$ cat src/rtl/sub_pkg.sv
// Shared types and constants for the bit-serial subtractor.
package sub_pkg;

    typedef enum logic [1:0] {
        IDLE = 2'd0,
        RUN  = 2'd1,
        DONE = 2'd2
    } state_t;

    localparam int SUB_WIDTH_DEFAULT = 3;

endpackage

$ cat src/rtl/full_subtractor.sv
// One-bit full subtractor: diff = a - b - bin, borrow out when the result goes negative.
// Latency: combinational, zero cycles.
// Backpressure: none, pure logic.
module full_subtractor (
    input  logic A,
    input  logic B,
    input  logic Bin,
    output logic Diff,
    output logic Bout
);

    assign Diff = A ^ B ^ Bin;
    assign Bout = (~A & B) | (~(A ^ B) & Bin);

endmodule

$ cat src/rtl/serial_subtractor.sv
// Bit-serial unsigned subtractor: Diff = (A - B) mod 2^WIDTH, Bout = (A < B).
// Latency: WIDTH edges from the accepting edge to Out_Valid high.
// Backpressure: result is held in DONE until Out_Ready; one operand pair is in flight at a time.
module serial_subtractor
    import sub_pkg::*;
#(
    parameter int WIDTH = SUB_WIDTH_DEFAULT
) (
    input  logic             Clk,
    input  logic             RstN,
    input  logic             In_Valid,
    output logic             In_Ready,
    input  logic [WIDTH-1:0] A,
    input  logic [WIDTH-1:0] B,
    output logic             Out_Valid,
    input  logic             Out_Ready,
    output logic [WIDTH-1:0] Diff,
    output logic             Bout
);

    localparam int IW = $clog2(WIDTH + 1);
    localparam logic [IW-1:0] LAST_IDX = IW'(WIDTH - 1);

    state_t           state;
    logic [WIDTH-1:0] a_sh;
    logic [WIDTH-1:0] b_sh;
    logic [WIDTH-1:0] res_sr;
    logic [WIDTH-1:0] res_next;
    logic             bin;
    logic [IW-1:0]    idx;
    logic             fs_diff;
    logic             fs_bout;

    full_subtractor u_fs (
        .A    (a_sh[0]),
        .B    (b_sh[0]),
        .Bin  (bin),
        .Diff (fs_diff),
        .Bout (fs_bout)
    );

    // Result bits enter at the MSB so that after WIDTH shifts bit 0 sits at the LSB.
    assign res_next = (res_sr >> 1) | (WIDTH'(fs_diff) << (WIDTH - 1));

    always_ff @(posedge Clk or negedge RstN) begin
        if (!RstN) begin
            state     <= IDLE;
            In_Ready  <= 1'b1;
            Out_Valid <= 1'b0;
            Diff      <= '0;
            Bout      <= 1'b0;
            a_sh      <= '0;
            b_sh      <= '0;
            res_sr    <= '0;
            bin       <= 1'b0;
            idx       <= '0;
        end else begin
            case (state)
                IDLE: begin
                    if (In_Valid && In_Ready) begin
                        a_sh     <= A;
                        b_sh     <= B;
                        bin      <= 1'b0;
                        idx      <= '0;
                        state    <= RUN;
                        In_Ready <= 1'b0;
                    end
                end
                RUN: begin
                    a_sh   <= a_sh >> 1;
                    b_sh   <= b_sh >> 1;
                    bin    <= fs_bout;
                    res_sr <= res_next;
                    idx    <= idx + IW'(1);
                    // Publish only on the final bit so Diff/Bout keep the previous result during RUN.
                    if (idx == LAST_IDX) begin
                        state     <= DONE;
                        Out_Valid <= 1'b1;
                        Diff      <= res_next;
                        Bout      <= fs_bout;
                    end
                end
                DONE: begin
                    if (Out_Ready) begin
                        state     <= IDLE;
                        Out_Valid <= 1'b0;
                        In_Ready  <= 1'b1;
                    end
                end
                default: begin
                    state     <= IDLE;
                    Out_Valid <= 1'b0;
                    In_Ready  <= 1'b1;
                end
            endcase
        end
    end

endmodule

$ cat config.mk
export PLATFORM = sky130hd
export DESIGN_NAME = serial_subtractor
export DESIGN_NICKNAME = d
export VERILOG_FILES = /design/src/rtl/sub_pkg.sv /design/src/rtl/full_subtractor.sv /design/src/rtl/serial_subtractor.sv
export SDC_FILE = /design/constraint.sdc
export NUM_CORES = 1
export LEC_CHECK = 0
export BUFFER_PORTS_ARGS = -buffer_cell sky130_fd_sc_hd__buf_4
export CORE_MARGIN = 5
export CORE_UTILIZATION = 40
export CTS_BUF_LIST = sky130_fd_sc_hd__clkbuf_8
export CTS_CLUSTER_DIAMETER = 120
export DETAILED_ROUTE_END_ITERATION = 10
export GPL_ROUTABILITY_DRIVEN = 0
export GPL_TIMING_DRIVEN = 0
export SLEW_MARGIN = 20
export SYNTH_ARGS = -nofsm -noshare
export SYNTH_HDL_FRONTEND = slang
export SYNTH_HIERARCHICAL = 1
export SYNTH_SLANG_ARGS = --single-unit
$ cat constraint.sdc
create_clock -name Clk -period 2.8 [get_ports Clk]
set_input_delay 0.42 -clock Clk [delete_from_list [all_inputs] [get_ports Clk]]
set_output_delay 0.42 -clock Clk [all_outputs]
set_load 0.03 [all_outputs]
==> metrics.csv, run 1 <==
stage;metric;value;unit
run_status;run_status;finished clean;
logic_synthesis;ys_warn_count;6;
clocking;path_clk_slew;0.07;ns
power_and_ir_drop;p_leak;0.000553;µW
final_layout;drive_gt1_share;35.7;%
setup_path;critical_path_peak_fanout;7;
final_layout;layout_commonest_cell;dfrtp_1;
clocking;numCtsBuffers;3;
sta;fin_tns_setup;0;ns
drt;drt-wirelength-per-cell;11.7;µm
clocking;cts-resized-gates;0;
logic_synthesis;yosysTopAreaCell;dfrtp_1;
clocking;clkLatencyLatePin;0.25;ns
floorplan;io_pins;16;
setup_path;crit_type;reg -> reg;
clocking;clock-sinks;19;
clocking;clockBufferDepth;2;
logic_synthesis;ys_types;18;
drt;dr_total_vias;593;
sta;hold_viol_final;0;
sta;period_share;54.9;%
clocking;root_buffer;clkbuf_8;
power_and_ir_drop;peakVddDrop;0.000459;V
placement;io_buffer_count;15;
drt;drc;0;
hold_path;holdCritPathClass;in -> async;
setup_path;crit_required;2.94;ns
final_layout;multi_input_area;382;µm²
sta;setup_viol;0;
setup_path;reg2reg_depth;3;
logic_synthesis;avgSynthCellArea;11.4;µm²
global_route;grt_overflow;0;
logic_synthesis;netlist.area_leader.share;50.1;%
global_route;grt_pass1_vias;620;
placement;detailedPlace.worstSlack;1.27;ns
setup_path;critPathLaunchType;flip-flop;
sta;fin_skew;0.00161;ns
placement;dpl.hpwl;1120;µm
clocking;postCtsSetupBuffers;0;
sta;worst_slack;1.26;ns
sta;worst_pin_slew;0.415;ns
setup_path;arrival;1.67;ns
final_layout;layout_common_cells;18 x dfrtp_1, 15 x nand2_1, 15 x buf_4;
floorplan;die_h;57.4;µm
logic_synthesis;seq_area_frac_synth;53.0;%
floorplan;start_util;41.5;%
global_route;grt_pass1_wl;2680;µm
job;maxCapViolCount;0;
final_layout;regArea;477;µm²
global_route;grt_max_degree;20;
drt;ant_nets;0;
logic_synthesis;syn_nets;91;
clocking;postCtsHoldBufs;0;
floorplan;core;2170;µm²
clocking;htree_levels;1;
final_layout;final_nets;111;
drt;drt_pre_antenna_iters;3;
final_layout;antennaDiodeCount;0;
final_layout;finish.utilization;50.3;%
power_and_ir_drop;p_per_area;1000;nW/µm²
sta;max_freq;0.651;GHz
floorplan;num_rows;17;
drt;via_per_inst;4.71;
logic_synthesis;synthTopCellsByArea;dfrtp_1 50%, mux2_2 11%, mux2_4 6.7%, nand2_1 6.3%, a21oi_1 3.3%;
clocking;cts_tree;yes;
logic_synthesis;syn-cell-area;900;µm²
final_layout;fillers;225;
logic_synthesis;netlist_instances;79;
setup_path;worst_setup_path_end_kind;flip-flop;
sta;slew_headroom;72.2;%
sta;period_needed;1.54;ns
drt;routed_wl;1480;µm
sta;final_max_slew_viol_count;0;
global_route;grt_use_total;10.0;%
global_route;antenna_found_initial;0;
floorplan;fp.dieArea;3300;µm²
drt;dr.first_iter.drc_count;16;
logic_synthesis;synth_seq_cells;19;
floorplan;die-width;57.4;µm
sta;grt_setup_unrepaired;no;
final_layout;syn2layout_area_growth;21.4;%
## cell usage after synthesis
master / count
and2b_1: 1
clkbuf_1: 1
nor3_1: 1
mux2_2: 9
mux2_4: 4
and4b_1: 2
nor2_1: 5
a21oi_1: 6
nand2b_1: 1
buf_6: 2
dfrtp_1: 18
fa_1: 1
inv_1: 4
dfstp_2: 1
ha_1: 1
nand2b_4: 1
nand2_1: 15
o21ai_0: 6
## power by group
part | switching, µW | internal, µW
clock network | 82.7 | 97.2
logic | 231 | 230
registers | 65.5 | 390
total | 379 | 717
## state kept, by name, indices dropped and copies added (netlist names)
name       cells
Diff           3
Out_Valid      1
Bout           1
In_Ready       1
bin            1
a_sh           3
b_sh           3
idx            2
state          2
res_sr         2
## kinds of logic (layout without fill, tap and decap cells)
group                      Yosys count  after routing  share of synthesized area [%]
AOI/OAI and AO/OA                   12             12                           6.68
adders and majority gates            2              2                           3.62
and+or+nand+nor                     26             26                           14.2
DFF                                 19             19                           53.0
muxes                               13             13                           17.9
buffers and inverters                7             26                           4.59
## metal layers
layer  wire length [µm]  part of all wire (%)  global-route usage (%)  vias up
met4                  0                     0                    2.98        0
met3                 85                   5.8                    2.71        0
met2                672                    45                    15.6       12
met1                720                    49                    13.6      277
met5                  0                     0                       0        -
li1                   -                     -                       -      304
## final timing paths
| kind | startpoint | to | slack (ns) |
|---|---|---|---|
| hold / removal | RstN | Bout | 0.03 |
| setup / recovery | In_Ready | a_sh[0] | 1.26 |
| setup reg to reg | In_Ready | a_sh[0] | 1.26 |
| hold reg to reg | res_sr[1] | res_sr[1] | 0.48 |
| min in group Clk | Out_Ready | In_Ready | 0.40 |
| max in group asynchronous | RstN | In_Ready | 2.50 |
## critical path, cell delays in order (launching register included)
cell     delay [ns]
dfstp_2        0.58
a21oi_1        0.11
nor2_1         0.35
mux2_2         0.38
## cell type report
class / instances / share of cell area (%)
plain buffers: 3 / 2.41
well taps: 28 / 3.21
clock buffers: 3 / 3.78
clock inverters: 1 / 0.344
inverters: 4 / 1.37
multi-input cells: 53 / 34.9
flip-flops and latches: 19 / 43.6
repair buffers: 15 / 10.3
## through the flow
stage / std cells / cell area, µm² / hold WS [ns] / total power, µW
after floorplan: 79 / 900 / 0.124 / 801
after global placement: 122 / 1050 / 0.311 / 919
after detailed placement: 122 / 1050 / 0.312 / 936
after CTS: 126 / 1090 / 0.0361 / 1120
after global routing: 126 / 1090 / 0.0422 / 1190
final: 126 / 1090 / 0.0343 / 1100
Power figures use the tool's default switching activity.
==> inputs of run 2 (changes only) <==
==> constraint.sdc (replaced) <==
create_clock -name Clk -period 1.5 [get_ports Clk]
set_input_delay 0.225 -clock Clk [delete_from_list [all_inputs] [get_ports Clk]]
set_output_delay 0.225 -clock Clk [all_outputs]
set_load 0.03 [all_outputs]
==> run 2 against run 1 <==
  * Routed wire length rose by 0.95%
  * Non-clock buffer count is 1 higher
  * First-iteration DRC count shrank 56%
  * Largest power group unchanged
  * Highest routed layer unchanged
==> metrics.csv, run 2 (same netlist as run 1, synthesis figures left out) <==
stage;metric;value;unit;change
run_status;run_status;finished clean;;unchanged
final_layout;fillers;222;;was 225
clocking;cts_tree;yes;;unchanged
drt;dr_total_vias;604;;was 593
power_and_ir_drop;clockPowerShare;16.3;%;was 16.4%
hold_path;holdCritPathClass;in -> reg;;was in -> async
floorplan;fp.dieArea;3300;µm²;unchanged
global_route;grt_max_degree;20;;unchanged
clocking;htree_levels;1;;unchanged
sta;fin_skew;0.000682;ns;was 0.00161 ns
drt;drc;0;;unchanged
drt;drt_pre_antenna_iters;3;;unchanged
placement;dpl_cell_area;1050;µm²;unchanged
setup_path;reg2reg_depth;3;;unchanged
sta;period_share;93.9;%;was 54.9%
sta;hold_viol_final;0;;unchanged
job;maxCapViolCount;0;;unchanged
drt;via_per_inst;4.76;;was 4.71
final_layout;regArea;477;µm²;unchanged
power_and_ir_drop;design_power_total;2070;µW;was 1100 µW
power_and_ir_drop;p_leak;0.000557;µW;was 0.000553 µW
power_and_ir_drop;comb_power_share;42.6;%;was 42.1%
clocking;clock-sinks;19;;unchanged
global_route;grt_pass1_vias;625;;was 620
global_route;antenna_found_initial;0;;unchanged
drt;drt-wirelength-per-cell;11.7;µm;about the same
power_and_ir_drop;p_sw;719;µW;was 379 µW
final_layout;multi_input_area;390;µm²;was 382 µm²
final_layout;final_nets;112;;was 111
floorplan;start_util;41.5;%;unchanged
setup_path;crit_required;1.64;ns;was 2.94 ns
sta;worst_pin_slew;0.392;ns;was 0.415 ns
setup_path;worst_setup_path_end_kind;flip-flop;;unchanged
power_and_ir_drop;p_int;1350;µW;was 717 µW
floorplan;die-width;57.4;µm;unchanged
drt;ant_nets;0;;unchanged
final_layout;layout_commonest_cell;dfrtp_1;;unchanged
placement;io_buffer_count;15;;unchanged
floorplan;core;2170;µm²;unchanged
sta;slew_headroom;73.9;%;was 72.2%
floorplan;io_pins;16;;unchanged
sta;grt_setup_unrepaired;no;;unchanged
floorplan;num_rows;17;;unchanged
final_layout;final_area;1110;µm²;was 1090 µm²
clocking;numCtsBuffers;3;;unchanged
power_and_ir_drop;power_frac_seq;41.2;%;was 41.5%
setup_path;critPathLaunchType;flip-flop;;unchanged
clocking;clockBufferDepth;2;;unchanged
clocking;path_clk_slew;0.07;ns;about the same
setup_path;critical_path_peak_fanout;7;;unchanged
power_and_ir_drop;peakVddDrop;0.000853;V;was 0.000459 V
sta;max_freq;0.710;GHz;was 0.651 GHz
power_and_ir_drop;p_per_area;1860;nW/µm²;was 1000 nW/µm²
final_layout;antennaDiodeCount;0;;unchanged
global_route;grt_use_total;10.0;%;unchanged
global_route;grt_pass1_wl;2680;µm;unchanged
drt;dr.first_iter.drc_count;7;;was 16
global_route;grt_overflow;0;;unchanged
clocking;postCtsSetupBuffers;0;;unchanged
setup_path;crit_type;reg -> reg;;unchanged
setup_path;arrival;1.55;ns;was 1.67 ns
final_layout;largestRegisters;Diff x3, a_sh x3, b_sh x3;;unchanged
drt;routed_wl;1490;µm;was 1480 µm
clocking;clkLatencyLatePin;0.25;ns;about the same
sta;final_max_slew_viol_count;0;;unchanged
final_layout;syn2layout_area_growth;23.5;%;was 21.4%
final_layout;drive_gt1_share;38.4;%;was 35.7%
placement;dpl.hpwl;1120;µm;unchanged
sta;setup_viol;0;;unchanged
final_layout;layout_common_cells;18 x dfrtp_1, 15 x buf_4, 14 x nand2_1;;was 18 x dfrtp_1, 15 x nand2_1, 15 x buf_4
floorplan;die_h;57.4;µm;unchanged
clocking;root_buffer;clkbuf_8;;unchanged
hold_path;hold_depth;3;;
power_and_ir_drop;p_sw_share;34.8;%;was 34.6%
sta;period_needed;1.41;ns;was 1.54 ns
run 2: routing by layer:
metal  track usage [%]  vias up  share of wire (%)
met2              16.0       12                 46
met4              2.98        0                  0
met3              2.49        0                5.6
met1              13.4      288                 48
li1                  -      304                  -
met5                 0        -                  0
run 2: path summary, 6_finish.rpt:
path	from	slack, ns	to
max	In_Ready	0.09	a_sh[0]
min	Out_Ready	0.21	In_Ready
max in group asynchronous	RstN	0.85	In_Ready
min in group asynchronous	RstN	0.38	Diff[2]
max reg2reg	In_Ready	0.09	a_sh[0]
min reg2reg	idx[0]	0.48	idx[0]
run 2: what timing repair did:
| action | in CTS | in global routing |
|---|---|---|
| hold buffers | 1 | 0 |
| pin swaps | 0 | 1 |
| resized for setup | 1 | 2 |
| hold endpoints to repair | 18 | 0 |
| setup endpoints to repair | 4 | 7 |
run 2: metrics by stage:
| step | hold WS [ns] | setup TNS [ns] | util, % | setup slack (ns) | std cells |
|---|---|---|---|---|---|
| final | 0.207 | 0 | 51.2 | 0.0908 | 127 |
| after global routing | 0.232 | 0 | 51.2 | 0.0233 | 127 |
| after CTS | 0.203 | 0 | 50.9 | 0.0622 | 127 |
| after detailed placement | 0.117 | -0.104 | 48.3 | -0.0329 | 122 |
| after global placement | 0.116 | -0.0689 | 48.3 | -0.0181 | 122 |
| after floorplan | -0.0706 | 0 | - | 0.00435 | 79 |
run 2: cell type report:
cell class / instances / area share, %
clock buffers: 3 / 3.72
plain buffers: 3 / 2.36
clock inverters: 1 / 0.338
well taps: 28 / 3.15
multi-input cells: 53 / 35.1
repair buffers: 16 / 11.0
flip-flops and latches: 19 / 42.9
inverters: 4 / 1.35
run 2: critical path: stages (launching register included):
cell	delay (ns)
dfstp_2	0.59
a21oi_2	0.09
nor2_2	0.25
mux2_2	0.37
run 2: power by group through the flow:
stage	sequential [µW]	combinational [µW]	clock, µW
2_1_floorplan	938	557	0
6_report	851	880	336
5_1_grt	884	987	372
3_5_place_dp	865	882	0
3_3_place_gp	854	862	0
4_1_cts	855	890	356
